===== src/rtl/qa_shim_c0_rd_arb2.sv =====
// qa_shim_c0_rd_arb2
//   Shares one CCI channel 0 read-request path between two buffered AFU
//   clients. Round-robin grant, client id stamped into the tag MSB of the
//   issued header, responses routed back by that tag bit. A per-client
//   in-flight limit keeps either client from monopolising the channel.
//   Optional feature macro: QA_SHIM_C0_ARB_STATS_EN adds grant and
//   blocked-cycle counters (stat_grants_c0, stat_grants_c1, stat_blocked).
module qa_shim_c0_rd_arb2 #(
  parameter int CCI_TX_HDR_WIDTH = 61,
  parameter int CCI_RX_HDR_WIDTH = 18,
  parameter int CCI_DATA_WIDTH   = 512,
  parameter int CCI_TAG_WIDTH    = 13,
  parameter int MAX_OUTSTANDING  = 32
) (
  input  logic                                clk,
  input  logic                                reset,
  // Client request side (head of each client's buffering FIFO)
  input  logic [1:0]                          c_req_valid,
  input  logic [1:0][CCI_TX_HDR_WIDTH-1:0]    c_req_hdr,
  output logic [1:0]                          c_req_deq,
  // CCI channel 0 transmit
  output logic                                tx_rd_valid,
  output logic [CCI_TX_HDR_WIDTH-1:0]         tx_hdr,
  input  logic                                tx_alm_full,
  // CCI channel 0 read responses
  input  logic                                rx_rd_valid,
  input  logic [CCI_RX_HDR_WIDTH-1:0]         rx_hdr,
  input  logic [CCI_DATA_WIDTH-1:0]           rx_data,
  // Responses fanned out to the clients
  output logic [1:0]                          c_rx_rd_valid,
  output logic [CCI_RX_HDR_WIDTH-1:0]         c_rx_hdr,
  output logic [CCI_DATA_WIDTH-1:0]           c_rx_data,
  output logic                                err_underflow
`ifdef QA_SHIM_C0_ARB_STATS_EN
  ,
  output logic [31:0]                         stat_grants_c0,
  output logic [31:0]                         stat_grants_c1,
  output logic [31:0]                         stat_blocked
`endif
);

  localparam int TAG_MSB = CCI_TAG_WIDTH - 1;
  localparam int CNT_W   = $clog2(MAX_OUTSTANDING + 1);
  localparam logic [CNT_W-1:0] CNT_MAX = CNT_W'(MAX_OUTSTANDING);
  localparam logic [CNT_W-1:0] CNT_ONE = CNT_W'(1);

  // Round-robin priority pointer: which client wins a tie.
  typedef enum logic {
    PRIO_C0 = 1'b0,
    PRIO_C1 = 1'b1
  } prio_t;

  prio_t                    prio;
  prio_t                    prio_nxt;

  logic [1:0]               eligible;
  logic [1:0]               grant;
  logic                     grant_any;
  logic                     grant_sel;     // index of the granted client
  logic [CCI_TX_HDR_WIDTH-1:0] grant_hdr;

  logic [1:0][CNT_W-1:0]    outstanding;
  logic [1:0][CNT_W-1:0]    outstanding_nxt;
  logic [1:0]               rsp_hit;
  logic [1:0]               underflow_hit;

  // ------------------------------------------------------------------
  // Request side
  // ------------------------------------------------------------------

  // A client may be granted when it has a head entry, is under its
  // in-flight limit, and CCI is not almost full. Reset blocks any grant.
  always_comb begin
    for (int c = 0; c < 2; c++) begin
      eligible[c] = c_req_valid[c] && (outstanding[c] < CNT_MAX) &&
                    !tx_alm_full && !reset;
    end
  end

  // Pick at most one winner: a tie goes to the pointer, otherwise the
  // only eligible client wins.
  always_comb begin
    // NOTE: every combinational output gets a default first, so no path
    // through the block leaves it unassigned and no latch is inferred.
    grant = 2'b00;
    if (eligible == 2'b11) begin
      grant = (prio == PRIO_C1) ? 2'b10 : 2'b01;
    end else begin
      grant = eligible;
    end
  end

  assign grant_any = |grant;
  assign grant_sel = grant[1];
  assign c_req_deq = grant;

  // Stamp the winner's id into the tag MSB of its header.
  always_comb begin
    grant_hdr          = c_req_hdr[grant_sel];
    grant_hdr[TAG_MSB] = grant_sel;
  end

  // Pointer next state: move past the winner after a grant, else hold.
  always_comb begin
    prio_nxt = prio;
    if (grant_any) begin
      prio_nxt = grant_sel ? PRIO_C0 : PRIO_C1;
    end
  end

  // Pointer state register.
  always_ff @(posedge clk or posedge reset) begin
    // NOTE: clocked state uses non-blocking assignments so every register
    // samples the pre-edge values, independent of block ordering.
    if (reset) begin
      prio <= PRIO_C0;
    end else begin
      prio <= prio_nxt;
    end
  end

  // Output register: a grant issues to CCI on the following cycle. Once
  // loaded it always issues; CCI reserves slots beyond almost-full.
  always_ff @(posedge clk or posedge reset) begin
    if (reset) begin
      tx_rd_valid <= 1'b0;
      tx_hdr      <= '0;
    end else begin
      tx_rd_valid <= grant_any;
      if (grant_any) begin
        tx_hdr <= grant_hdr;
      end
    end
  end

  // ------------------------------------------------------------------
  // Response side
  // ------------------------------------------------------------------

  // Route by tag MSB with zero latency; the MSB is hidden from clients.
  always_comb begin
    rsp_hit[0]        = rx_rd_valid && (rx_hdr[TAG_MSB] == 1'b0);
    rsp_hit[1]        = rx_rd_valid && (rx_hdr[TAG_MSB] == 1'b1);
    c_rx_hdr          = rx_hdr;
    c_rx_hdr[TAG_MSB] = 1'b0;
  end

  assign c_rx_rd_valid = rsp_hit;
  assign c_rx_data     = rx_data;

  // ------------------------------------------------------------------
  // In-flight accounting
  // ------------------------------------------------------------------

  // Count up on grant, down on a routed response, unchanged when both
  // happen together. A response seen at zero saturates and is flagged.
  always_comb begin
    for (int c = 0; c < 2; c++) begin
      outstanding_nxt[c] = outstanding[c];
      underflow_hit[c]   = rsp_hit[c] && (outstanding[c] == '0);
      unique case ({grant[c], rsp_hit[c]})
        2'b10: outstanding_nxt[c] = outstanding[c] + CNT_ONE;
        2'b01: begin
          if (outstanding[c] != '0) begin
            outstanding_nxt[c] = outstanding[c] - CNT_ONE;
          end
        end
        default: outstanding_nxt[c] = outstanding[c];
      endcase
    end
  end

  // Per-client in-flight counters.
  always_ff @(posedge clk or posedge reset) begin
    if (reset) begin
      outstanding <= '0;
    end else begin
      outstanding <= outstanding_nxt;
    end
  end

  // Sticky debug flag for responses that had nothing to retire.
  always_ff @(posedge clk or posedge reset) begin
    if (reset) begin
      err_underflow <= 1'b0;
    end else if (|underflow_hit) begin
      err_underflow <= 1'b1;
    end
  end

`ifdef QA_SHIM_C0_ARB_STATS_EN
  // ------------------------------------------------------------------
  // Statistics
  // ------------------------------------------------------------------

  logic blocked;

  // A cycle is blocked when someone has a request yet nobody is granted;
  // only almost-full or the in-flight limit can cause that.
  assign blocked = (|c_req_valid) && !grant_any;

  // Free-running 32-bit counters; natural wrap at 2^32.
  always_ff @(posedge clk or posedge reset) begin
    if (reset) begin
      stat_grants_c0 <= '0;
      stat_grants_c1 <= '0;
      stat_blocked   <= '0;
    end else begin
      if (grant[0]) stat_grants_c0 <= stat_grants_c0 + 32'd1;
      if (grant[1]) stat_grants_c1 <= stat_grants_c1 + 32'd1;
      if (blocked)  stat_blocked   <= stat_blocked + 32'd1;
    end
  end
`endif

endmodule

===== config.mk =====
export PLATFORM = sky130hd
export DESIGN_NAME = qa_shim_c0_rd_arb2
export DESIGN_NICKNAME = d
export VERILOG_FILES = /design/src/rtl/qa_shim_c0_rd_arb2.sv
export SDC_FILE = /design/constraint.sdc
export NUM_CORES = 1
export LEC_CHECK = 0
export BUFFER_PORTS_ARGS = -buffer_cell sky130_fd_sc_hd__buf_2
export CORE_AREA = 2 2 482 484
export DETAILED_ROUTE_END_ITERATION = 10
export DIE_AREA = 0 0 484 486
export GPL_TIMING_DRIVEN = 0
export PLACE_DENSITY = 0.3
export SLEW_MARGIN = 10
export SYNTH_ARGS = -nofsm -noshare
export SYNTH_HDL_FRONTEND = slang
export SYNTH_SLANG_ARGS = --single-unit

===== constraint.sdc =====
create_clock -name clk -period 5 [get_ports clk]
set_input_delay 0.25 -clock clk [delete_from_list [all_inputs] [get_ports clk]]
set_output_delay 0.25 -clock clk [all_outputs]
set_load 0.01 [all_outputs]

==> results of run 1 <==
## Yosys cell counts (2+ instances only)
cell                       number
sky130_fd_sc_hd__or4b_1         2
sky130_fd_sc_hd__buf_2         11
sky130_fd_sc_hd__a21oi_1        4
sky130_fd_sc_hd__dfrtp_1       76
sky130_fd_sc_hd__a22oi_1       45
sky130_fd_sc_hd__buf_4        535
sky130_fd_sc_hd__inv_1          7
sky130_fd_sc_hd__a31oi_1        3
sky130_fd_sc_hd__o41ai_1        3
sky130_fd_sc_hd__nand3_1        6
sky130_fd_sc_hd__mux2i_1       17
sky130_fd_sc_hd__nand2b_1       2
sky130_fd_sc_hd__or3_1          2
sky130_fd_sc_hd__o21ai_1       16
sky130_fd_sc_hd__nor4_1         5
sky130_fd_sc_hd__a21o_1         2
sky130_fd_sc_hd__clkbuf_1       6
sky130_fd_sc_hd__xnor2_1        7
sky130_fd_sc_hd__xor2_1         2
sky130_fd_sc_hd__nand2_1      109
sky130_fd_sc_hd__nor3_1         4
sky130_fd_sc_hd__ha_1           2
## metrics by stage
step	total power [W]	util, %	hold slack (ns)	instance area, um^2
global route	0.00431	6.71	0.0400	15400
finish	0.00406	6.73	0.0544	15400
global placement	0.00334	6.50	0.451	14900
floorplan	0.00200	-	0.367	7510
CTS	0.00427	6.69	0.000587	15400
detailed placement	0.00335	6.53	0.315	15000
## where the power goes
part / total, W / internal (W) / leakage (nW) / switching (W)
registers: 0.00108 / 0.000884 / 0.931 / 0.000195
clock network: 0.000860 / 0.000448 / 0.159 / 0.000412
logic: 0.00212 / 0.000815 / 6.32 / 0.00130
total: 0.00406 / 0.00215 / 7.41 / 0.00191
## cell type report
cell class,count,area [um^2],area share (%)
antenna,36,90.1,0.583
buffer,552,4100,26.5
clock buffer,9,225,1.46
clock inverter,7,105,0.681
inverter,8,35.0,0.227
multi-input combinational,252,1490,9.62
sequential,76,1900,12.3
tap,3026,3790,24.5
timing repair buffer,729,3720,24.1
## critical path: stages
cell and delay [ns]:
sky130_fd_sc_hd__dlygate4sd3_1 0.55, sky130_fd_sc_hd__buf_2 0.18, sky130_fd_sc_hd__or4b_1 0.51, sky130_fd_sc_hd__buf_2 0.19, sky130_fd_sc_hd__nor2_4 0.45, sky130_fd_sc_hd__buf_4 0.40, sky130_fd_sc_hd__buf_4 0.38, sky130_fd_sc_hd__buf_4 0.17
sky130_fd_sc_hd__buf_2 0.12
## logic make-up after synthesis
kind of cell	synth area share [%]
compound gates	7.55
xor+xnor	1.05
fa+ha+maj	0.333
buf+inv	54.9
flops	25.3
mux	2.27
other cells	0.0499
simple gates	8.54
## registers in the layout, summed over array words and instances (netlist names)
name,cells
tx_hdr,61
outstanding,12
err_underflow,1
prio,1
tx_rd_valid,1
## what timing repair did
item,4_1_cts,5_1_grt
setup endpoints to repair,0,0
hold endpoints to repair,31,0
hold buffers,5,0
## metal layers
| layer | global-route usage (%) | wire length, um | vias up |
|---|---|---|---|
| met5 | 0 | 731 | - |
| met4 | 3.54 | 4200 | 116 |
| met3 | 7.10 | 20300 | 248 |
| met2 | 16.4 | 57000 | 1011 |
| met1 | 8.52 | 35400 | 4079 |
| li1 | - | - | 3859 |
## final timing paths
kind	start	to	slack (ns)
max in group asynchronous	reset	tx_hdr[56]	3.80
worst max-delay path	reset	c_req_deq[1]	1.50
worst max register to register	outstanding[5]	tx_hdr[46]	1.88
worst min-delay path	c_req_hdr[78]	tx_hdr[17]	0.05
worst min register to register	err_underflow	err_underflow	0.47
min in group asynchronous	reset	tx_hdr[7]	0.44
## layout by cell type (no fill, tap or decap), types with 7 or more instances in the layout
master / synthesis / routed
sky130_fd_sc_hd__mux2i_1: 17 / 17
sky130_fd_sc_hd__o21ai_1: 16 / 16
sky130_fd_sc_hd__clkbuf_16: 0 / 9
sky130_fd_sc_hd__nand2_1: 109 / 109
sky130_fd_sc_hd__a22oi_1: 45 / 45
sky130_fd_sc_hd__diode_2: 0 / 36
sky130_fd_sc_hd__buf_4: 535 / 535
sky130_fd_sc_hd__dfrtp_1: 76 / 76
sky130_fd_sc_hd__xnor2_1: 7 / 7
sky130_fd_sc_hd__buf_2: 11 / 733
==> results_tabular.tex, run 1 <==
\begin{tabular}{lr}
\hline
Metric & Value \\
\hline
\multicolumn{2}{l}{\textbf{Cells and area}} \\
Share of cells above drive strength 1 & about four fifths \\
Final std cells w/o fill & 4695 \\
Post-layout net count & $\sim$2300 \\
P\&R area growth vs syn & 106\% \\
Filler Cells Inserted & 27134 \\
\multicolumn{2}{l}{\textbf{Detailed routing}} \\
Violation count after the first detailed-routing iteration & around 400 \\
Vias per inst & between 1.5 and 2 \\
Vias after detailed routing & around 9300 \\
Routed length per instance & roughly 25 um \\
First-pass iteration count of the detailed router & 5 \\
Remaining antenna violation count & 0 \\
Residual DRC & 0 \\
Detailed Route WL & $\sim$120000 um \\
\multicolumn{2}{l}{\textbf{Clock network}} \\
Clock slew seen by the registers of the worst setup and hold paths & about 0.1 ns \\
Number of levels in the clock H-tree & 3 \\
TritonCTS clock tree & built \\
Buffers from clock root to sink, at most & 2 \\
Worst skew pair latency & about 0.43 ns \\
Clock Sinks & between 70 and 80 \\
Cts repair resizes & 0 \\
Setup repair bufs after CTS & 0 \\
Library cell used as clock root buffer & sky130\_fd\_sc\_hd\_\_clkbuf\_16 \\
Total CTS buffers & 9 \\
\multicolumn{2}{l}{\textbf{Global routing}} \\
Via count of the first global-routing pass & around 8900 \\
Pin count of the biggest net entering global routing & 50 \\
Remaining Overflow, GRT & 0 \\
Global-route wire length before repair & 134000 um \\
GRT Resource Usage Total & around a tenth \\
Initial antenna violation count & about 190 \\
\multicolumn{2}{l}{\textbf{Synth}} \\
Number of different library cells in the post-synthesis netlist & 44 \\
Count of state elements after synthesis & between 70 and 80 \\
Main area contributors after synthesis & sky130\_fd\_sc\_hd\_\_buf\_4, sky130\_fd\_sc\_hd\_\_dfrtp\_1, sky130\_fd\_sc\_hd\_\_nand2\_1, sky130\_fd\_sc\_hd\_\_a22oi\_1, sky130\_fd\_sc\_hd\_\_mux2i\_1 \\
Number of nets in the synthesized netlist & 1548 \\
Netlist area before placement & approximately 7500 um\^{}2 \\
Largest area contributor in the netlist & sky130\_fd\_sc\_hd\_\_buf\_4 \\
Leading register cell type out of synthesis & sky130\_fd\_sc\_hd\_\_dfrtp\_1 \\
Number of synthesized flops with an enable pin & 0 \\
Avg Inst Size Synth & 8.46 um\^{}2 \\
Share of synthesized registers carrying an async set or reset & 100\% \\
Synth warn & 0 \\
Proportion of synthesized chip area in sequential cells & $\sim$25\% \\
Count of mapped cells out of synthesis & slightly below 900 \\
Yosys top cell area share & between 50\% and 60\% \\
\multicolumn{2}{l}{\textbf{STA}} \\
Final period utilization & a little over two thirds \\
Final critical path time including I/O delays and setup & about 3.5 ns \\
Aggregate negative setup slack & 0 ns \\
Achievable Freq & roughly 290 MHz \\
Headroom to the max-slew limit & 42.5\% \\
Slew at the pin with the worst max-slew slack & between 0.8 and 0.9 ns \\
Worst path setup slack after routing & approximately 1.5 ns \\
RSZ-0062 raised after global routing & false \\
Hold violation count in the final report & 0 \\
Pins over their slew limit & 0 \\
Setup clock skew after layout & a little under 0.03 ns \\
Setup-violating endpoint count in the final report & 0 \\
\multicolumn{2}{l}{\textbf{Job}} \\
Max-cap check violation count & 0 \\
\multicolumn{2}{l}{\textbf{Setup path}} \\
Req. time, crit path & 4.75 ns \\
Critical path start-end classification & in2out \\
Max Fanout on Critical Path & 10 \\
Count of cells along the worst register-to-register path & 7 \\
Capturing element type of the critical path & primary output \\
Nature of the critical path startpoint & input pin \\
Critical path data arrival time & roughly 3.3 ns \\
\multicolumn{2}{l}{\textbf{Hold path}} \\
Min-delay worst type & in2reg \\
WHS Path Cells & 3 \\
\multicolumn{2}{l}{\textbf{Floorplanning}} \\
Initial standard-cell utilization of the core & about 3.3\% \\
Die Area & about 240000 um\^{}2 \\
Count of standard-cell rows & between 150 and 200 \\
Vertical die dimension & about 500 um \\
IO Pins & around 1300 \\
Die X-Extent & 484 um \\
Area inside the core boundary & roughly 230000 um\^{}2 \\
\multicolumn{2}{l}{\textbf{Placement}} \\
Detailed Place HPWL & 111000 um \\
Number of port buffers & 722 \\
Setup slack after placement & roughly 1.7 ns \\
Cell Count Post-Placement & approximately 4600 \\
Routability Congestion & about 0.95 \\
\multicolumn{2}{l}{\textbf{Pwr}} \\
Worst-case vdd ir drop & 0.000160 V \\
Power density normalized to cell area & between 200 and 300 nW/um\^{}2 \\
Pleak & $\sim$7.4 nW \\
\multicolumn{2}{l}{\textbf{Status}} \\
Outcome & complete, no violations \\
\hline
\end{tabular}
No activity file was read; power rests on OpenSTA's default activity.
==> run 2, diff against run 1 <==
==> constraint.sdc (replaced) <==
create_clock -name clk -period 3.2 [get_ports clk]
set_input_delay 0.16 -clock clk [delete_from_list [all_inputs] [get_ports clk]]
set_output_delay 0.16 -clock clk [all_outputs]
set_load 0.01 [all_outputs]
==> run 2 against run 1 <==
- highest routed layer unchanged
- global-route usage is essentially flat
- sequential share of layout area decreased by 0.69 points
- sequential power is 56% higher
- clock power rose by 57%
- die area unchanged
- clock-buffer cell count stayed put
- worst setup slack worse by 1.3 ns
- core utilization up 0.40 points
- non-clock buffer count up 91
- power rose by 62%
- cell area up 5.9%
==> results_tabular.tex, run 2 (synthesis results as in run 1) <==
\begin{tabular}{lr}
\hline
Metric & Value \\
\hline
\multicolumn{2}{l}{\textbf{Clock network}} \\
Clock Sinks & 76 (unchanged) \\
Total CTS buffers & 9 (unchanged) \\
Clock slew seen by the registers of the worst setup and hold paths & 0.08 ns (-0.02 ns) \\
TritonCTS clock tree & built \\
Library cell used as clock root buffer & sky130\_fd\_sc\_hd\_\_clkbuf\_16 \\
Worst skew pair latency & 0.43 ns (about the same) \\
Number of levels in the clock H-tree & 3 (unchanged) \\
Buffers from clock root to sink, at most & 2 (unchanged) \\
\multicolumn{2}{l}{\textbf{Setup path}} \\
Critical path start-end classification & in2reg \\
Max Fanout on Critical Path & 10 (unchanged) \\
Req. time, crit path & 3.55 ns (-1.20 ns) \\
Critical path data arrival time & 3.36 ns (+0.11 ns) \\
Capturing element type of the critical path & flop \\
Nature of the critical path startpoint & input pin \\
Count of cells along the worst register-to-register path & 8 (+1) \\
\multicolumn{2}{l}{\textbf{Detailed routing}} \\
Met3 wire len & 20100 um (-0.98\%) \\
Routed length per instance & 24.7 um (-1.4\%) \\
Violation count after the first detailed-routing iteration & 393 (-1.5\%) \\
Routed length on met2 & 56800 um (-0.33\%) \\
Highest metal layer with signal wires & met5 \\
Residual DRC & 0 (unchanged) \\
First-pass iteration count of the detailed router & 4 (-1) \\
Vias after detailed routing & 9805 (+5.3\%) \\
Remaining antenna violation count & 0 (unchanged) \\
Vias per inst & 2.05 (+3.3\%) \\
Wire length on met1 & 35700 um (+1.1\%) \\
Detailed Route WL & 118000 um (+0.46\%) \\
\multicolumn{2}{l}{\textbf{Pwr}} \\
Overall power of the completed layout & 0.00656 W (+62\%) \\
Power density normalized to cell area & 401 nW/um\^{}2 (+53\%) \\
Worst-case vdd ir drop & 0.000251 V (+57\%) \\
Pleak & 7.75 nW (+4.5\%) \\
\multicolumn{2}{l}{\textbf{Cells and area}} \\
Filler Cells Inserted & 27103 (-0.11\%) \\
Max reg flops & 61 (unchanged) \\
Register with the highest flop count & tx\_hdr \\
Leading cell type in the layout, fill and taps excluded & sky130\_fd\_sc\_hd\_\_buf\_2 \\
Largest registers ranked by flip-flop count & tx\_hdr x61, outstanding x12 \\
Register Area & 1900 um\^{}2 (unchanged) \\
Highest-count cells in the layout ignoring fill and taps & sky130\_fd\_sc\_hd\_\_buf\_2, sky130\_fd\_sc\_hd\_\_buf\_4, sky130\_fd\_sc\_hd\_\_nand2\_1, sky130\_fd\_sc\_hd\_\_dlygate4sd3\_1, sky130\_fd\_sc\_hd\_\_dfrtp\_1 \\
Multi-input gate area in the final layout & 1490 um\^{}2 (unchanged) \\
P\&R area growth vs syn & 118\% \\
Post-route design area & 16400 um\^{}2 (+5.9\%) \\
Post-layout net count & 2379 (+4.0\%) \\
Share of cells above drive strength 1 & 75.3\% (-4.0 points) \\
\multicolumn{2}{l}{\textbf{Global routing}} \\
Initial antenna violation count & 192 (+0.52\%) \\
Via count of the first global-routing pass & 9266 (+4.6\%) \\
GRT Resource Usage Total & 9.59\% (+0.045 points) \\
Remaining Overflow, GRT & 0 (unchanged) \\
Global-route wire length before repair & 135000 um (+1.0\%) \\
Pin count of the biggest net entering global routing & 50 (unchanged) \\
\multicolumn{2}{l}{\textbf{STA}} \\
Headroom to the max-slew limit & 43.4\% (+0.94 points) \\
Achievable Freq & about 330 MHz \\
Final period utilization & between 90\% and 100\% \\
Slew at the pin with the worst max-slew slack & 0.849 ns (-0.0141 ns) \\
RSZ-0062 raised after global routing & false \\
Hold slack final & 0.0440 ns (-0.0104 ns) \\
Setup clock skew after layout & 0.0285 ns (-0.000592 ns) \\
Hold violation count in the final report & 0 (unchanged) \\
Setup-violating endpoint count in the final report & 0 (unchanged) \\
Final critical path time including I/O delays and setup & between 3 and 4 ns \\
Pins over their slew limit & 0 (unchanged) \\
\multicolumn{2}{l}{\textbf{Placement}} \\
Number of port buffers & 722 (unchanged) \\
Cell area after placement & 15000 um\^{}2 (unchanged) \\
Detailed Place HPWL & 111000 um (unchanged) \\
Routability Congestion & 0.947 (unchanged) \\
\multicolumn{2}{l}{\textbf{Floorplanning}} \\
Vertical die dimension & 486 um (unchanged) \\
Initial standard-cell utilization of the core & 3.27\% (unchanged) \\
Area inside the core boundary & 229000 um\^{}2 (unchanged) \\
Die Area & 235000 um\^{}2 (unchanged) \\
IO Pins & 1255 (unchanged) \\
Die X-Extent & 484 um (unchanged) \\
Count of standard-cell rows & 176 (unchanged) \\
\multicolumn{2}{l}{\textbf{Hold path}} \\
WHS Path Cells & 3 (unchanged) \\
Min-delay worst type & in2reg \\
\multicolumn{2}{l}{\textbf{Status}} \\
Outcome & complete, no violations \\
\multicolumn{2}{l}{\textbf{Job}} \\
Max-cap check violation count & 0 (unchanged) \\
\hline
\end{tabular}
-- run 2: cell count changes in the layout (fill, tap and decap cells not counted) --
cell                            delta
sky130_fd_sc_hd__dlygate4sd3_1    +89
sky130_fd_sc_hd__buf_4             +1
sky130_fd_sc_hd__clkbuf_1          -2
sky130_fd_sc_hd__diode_2           -2
sky130_fd_sc_hd__clkbuf_2          +2
sky130_fd_sc_hd__buf_12            +1
-- run 2: where the power goes --
group,internal (W),switching [W]
combinational,0.00145,0.00208
clock,0.000700,0.000650
sequential,0.00138,0.000301
total,0.00353,0.00303
-- run 2: cell type report --
type	count	area share (%)
multi-input cells	252	9.09
flip-flops and latches	76	11.6
clock buffers	9	1.38
inverters	8	0.214
plain buffers	552	25.0
clock inverters	7	0.642
well taps	3026	23.1
diodes	34	0.520
repair buffers	820	28.3
-- run 2: worst paths after layout --
check / start / end / slack (ns)
min: c_req_hdr[11] / tx_hdr[11] / 0.04
min in group asynchronous: reset / tx_hdr[7] / 0.34
max: reset / tx_hdr[40] / 0.19
max reg2reg: outstanding[5] / tx_hdr[44] / 0.26
max in group asynchronous: reset / tx_hdr[56] / 2.09
min reg2reg: err_underflow / err_underflow / 0.46
-- run 2: worst max-delay path, cell delays in order --
cell,delay (ns)
sky130_fd_sc_hd__dlygate4sd3_1,0.54
sky130_fd_sc_hd__buf_2,0.18
sky130_fd_sc_hd__or4b_1,0.51
sky130_fd_sc_hd__buf_2,0.19
sky130_fd_sc_hd__nor2_4,0.11
sky130_fd_sc_hd__buf_12,0.13
sky130_fd_sc_hd__buf_4,0.21
sky130_fd_sc_hd__buf_2,0.46
sky130_fd_sc_hd__a22oi_1,0.19
sky130_fd_sc_hd__dlygate4sd3_1,0.60
sky130_fd_sc_hd__nand2_1,0.06
-- run 2: routing by layer --
layer	track usage [%]	vias to the layer above
met5	0	-
met4	3.62	116
met3	7.11	258
met2	16.5	1005
met1	8.55	4390
li1	-	4036
-- run 2: stage by stage --
stage,TNS (ns),std cells,setup WS [ns],utilization (%)
floorplan,0,888,1.08,-
global placement,-105.32,4636,-1.45,6.50
detailed placement,-0.645,4638,-0.109,6.53
CTS,0,4750,0.0817,7.09
global route,0,4767,0.0892,7.11
finish,0,4784,0.185,7.13
-- run 2: repair_timing --
item | CTS | global route
resized for setup | 1 | 2
pin swaps | 1 | 0
buffers inserted | 2 | 0
hold buffers | 94 | 0
hold endpoints to repair | 77 | 0
setup endpoints to repair | 9 | 8
==> run 3, diff against run 2 <==
==> constraint.sdc (replaced) <==
create_clock -name clk -period 3.2 [get_ports clk]
set_input_delay 0.32 -clock clk [delete_from_list [all_inputs] [get_ports clk]]
set_output_delay 0.32 -clock clk [all_outputs]
set_load 0.01 [all_outputs]
==> run 3 against run 2 <==
- critical path depth shrank 5
- clock power barely moved
- clock-buffer cell count stayed put
- clock skew up 0.0024 ns
- sequential share of layout area is 0.68 points higher
- largest cell class unchanged
==> results_tabular.tex, run 3 (synthesis results as in run 1) <==
\begin{tabular}{lr}
\hline
Metric & Value \\
\hline
\multicolumn{2}{l}{\textbf{Status}} \\
Outcome & complete, no violations \\
\multicolumn{2}{l}{\textbf{Clock network}} \\
Buffers from clock root to sink, at most & 2 (unchanged) \\
Total CTS buffers & 9 (unchanged) \\
Clock Sinks & 76 (unchanged) \\
TritonCTS clock tree & built \\
Worst skew pair latency & 0.43 ns (about the same) \\
Library cell used as clock root buffer & sky130\_fd\_sc\_hd\_\_clkbuf\_16 \\
Number of levels in the clock H-tree & 3 (unchanged) \\
Clock slew seen by the registers of the worst setup and hold paths & 0.11 ns (+0.03 ns) \\
\multicolumn{2}{l}{\textbf{Hold path}} \\
Worst Hold Launch & c\_req\_hdr[71] \\
Min-delay worst type & in2reg \\
\multicolumn{2}{l}{\textbf{Global routing}} \\
Initial antenna violation count & 191 (-0.52\%) \\
GRT Resource Usage Total & 9.55\% (-0.034 points) \\
Remaining Overflow, GRT & 0 (unchanged) \\
Via count of the first global-routing pass & 8836 (-4.6\%) \\
Pin count of the biggest net entering global routing & 50 (unchanged) \\
Global-route wire length before repair & 134000 um (-0.93\%) \\
\multicolumn{2}{l}{\textbf{Cells and area}} \\
P\&R area growth vs syn & 106\% \\
Filler Cells Inserted & 27139 (+0.13\%) \\
Largest registers ranked by flip-flop count & tx\_hdr x61, outstanding x12 \\
Leading cell type in the layout, fill and taps excluded & sky130\_fd\_sc\_hd\_\_buf\_2 \\
Register with the highest flop count & tx\_hdr \\
Highest-count cells in the layout ignoring fill and taps & sky130\_fd\_sc\_hd\_\_buf\_2, sky130\_fd\_sc\_hd\_\_buf\_4, sky130\_fd\_sc\_hd\_\_nand2\_1, sky130\_fd\_sc\_hd\_\_dfrtp\_1, sky130\_fd\_sc\_hd\_\_a22oi\_1 \\
Share of cells above drive strength 1 & 79.6\% (+4.2 points) \\
Max reg flops & 61 (unchanged) \\
Final std cells w/o fill & 4701 (-1.7\%) \\
Post-layout net count & 2286 (-3.9\%) \\
Register Area & 1900 um\^{}2 (unchanged) \\
Multi-input gate area in the final layout & 1490 um\^{}2 (unchanged) \\
\multicolumn{2}{l}{\textbf{STA}} \\
Setup-violating endpoint count in the final report & 0 (unchanged) \\
Slew at the pin with the worst max-slew slack & 0.829 ns (-0.0205 ns) \\
Headroom to the max-slew limit & 44.8\% (+1.4 points) \\
Final critical path time including I/O delays and setup & 2.93 ns (-0.0805 ns) \\
Final period utilization & 91.7\% (-2.5 points) \\
Hold violation count in the final report & 0 (unchanged) \\
Pins over their slew limit & 0 (unchanged) \\
RSZ-0062 raised after global routing & false \\
Achievable Freq & 341 MHz (+2.7\%) \\
Setup clock skew after layout & 0.0310 ns (+0.00243 ns) \\
\multicolumn{2}{l}{\textbf{Floorplanning}} \\
Die X-Extent & 484 um (unchanged) \\
Initial standard-cell utilization of the core & 3.27\% (unchanged) \\
Die Area & 235000 um\^{}2 (unchanged) \\
Vertical die dimension & 486 um (unchanged) \\
IO Pins & 1255 (unchanged) \\
Count of standard-cell rows & 176 (unchanged) \\
Area inside the core boundary & 229000 um\^{}2 (unchanged) \\
\multicolumn{2}{l}{\textbf{Pwr}} \\
Power density normalized to cell area & 410 nW/um\^{}2 (+2.3\%) \\
Pleak & 7.42 nW (-4.2\%) \\
Worst-case vdd ir drop & 0.000251 V (-0.14\%) \\
Overall power of the completed layout & 0.00634 W (-3.4\%) \\
\multicolumn{2}{l}{\textbf{Setup path}} \\
Capturing element type of the critical path & primary output \\
Source of the critical timing path & outstanding[5] \\
Nature of the critical path startpoint & flop \\
Max Fanout on Critical Path & 10 (unchanged) \\
Crit Reg-Reg Startpoint & outstanding[11] \\
Req. time, crit path & 2.88 ns (-0.67 ns) \\
Critical path start-end classification & reg2out \\
Critical path data arrival time & 2.61 ns (-0.75 ns) \\
\multicolumn{2}{l}{\textbf{Detailed routing}} \\
Remaining antenna violation count & 0 (unchanged) \\
First-pass iteration count of the detailed router & 4 (unchanged) \\
Violation count after the first detailed-routing iteration & 372 (-5.3\%) \\
Detailed Route WL & 118000 um (-0.31\%) \\
Routed length per instance & 25.0 um (+1.5\%) \\
Vias per inst & 1.98 (-3.2\%) \\
Residual DRC & 0 (unchanged) \\
Vias after detailed routing & 9323 (-4.9\%) \\
\multicolumn{2}{l}{\textbf{Placement}} \\
Routability Congestion & 0.947 (unchanged) \\
Detailed Place HPWL & 111000 um (unchanged) \\
Cell Count Post-Placement & 4638 (unchanged) \\
Number of port buffers & 722 (unchanged) \\
\multicolumn{2}{l}{\textbf{Job}} \\
Max-cap check violation count & 0 (unchanged) \\
\hline
\end{tabular}
==> run 3: per-layer routing <==
layer | GRT usage [%] | vias to the layer above | routed length, um
met4 | 3.54 | 114 | 4180
met2 | 16.4 | 985 | 57200
li1 | - | 3864 | -
met3 | 7.14 | 244 | 20200
met1 | 8.50 | 4116 | 35400
met5 | 0 | - | 705
==> run 3: final timing paths <==
check / end / slack, ns / cells past startpoint
setup / recovery: c_req_deq[0] / 0.27 / 6
hold / removal: tx_hdr[10] / 0.10 / 3
setup reg to reg: tx_hdr[46] / 0.38 / 7
hold reg to reg: err_underflow / 0.47 / 1
max in group asynchronous: tx_hdr[56] / 1.91 / 4
min in group asynchronous: tx_hdr[7] / 0.54 / 3
==> run 3: through the flow <==
| step | utilization [%] | setup slack [ns] | TNS (ns) | hold WS, ns | cell area (um^2) |
|---|---|---|---|---|---|
| after detailed placement | 6.53 | -0.152 | -1.08 | 0.385 | 15000 |
| after floorplan | - | 0.942 | 0 | 0.437 | 7510 |
| final | 6.74 | 0.266 | 0 | 0.101 | 15500 |
| after global routing | 6.71 | 0.0635 | 0 | 0.0819 | 15400 |
| after global placement | 6.50 | -1.61 | -117.66 | 0.451 | 14900 |
| after CTS | 6.69 | 0.0825 | 0 | 0.0471 | 15300 |
==> run 3: layout make-up <==
| cell class | count | area share (%) |
|---|---|---|
| Tap cell | 3026 | 24.5 |
| Clock buffer | 9 | 1.46 |
| Sequential cell | 76 | 12.3 |
| Multi-Input combinational cell | 252 | 9.62 |
| Buffer | 552 | 26.5 |
| Inverter | 8 | 0.227 |
| Timing Repair Buffer | 727 | 24.0 |
| Antenna cell | 44 | 0.712 |
| Clock inverter | 7 | 0.680 |
==> run 3: repair_timing <==
item / CTS / global route
buffers inserted: 2 / 0
hold buffers: 1 / 0
gates resized for setup: 2 / 0
hold endpoints to repair: 27 / 0
endpoints found under the setup margin: 9 / 0
==> run 3: critical path, stage by stage (launching register included) <==
cell	delay [ns]
sky130_fd_sc_hd__dfrtp_1	0.47
sky130_fd_sc_hd__nor4b_2	0.40
sky130_fd_sc_hd__nand2_1	0.13
sky130_fd_sc_hd__buf_4	0.24
sky130_fd_sc_hd__inv_2	0.39
sky130_fd_sc_hd__buf_2	0.35
sky130_fd_sc_hd__buf_2	0.19
==> run 3: power by group <==
group | switching [W] | internal [W]
Clock | 0.000643 | 0.000699
Combinational | 0.00204 | 0.00128
Sequential | 0.000306 | 0.00138
Total | 0.00298 | 0.00336
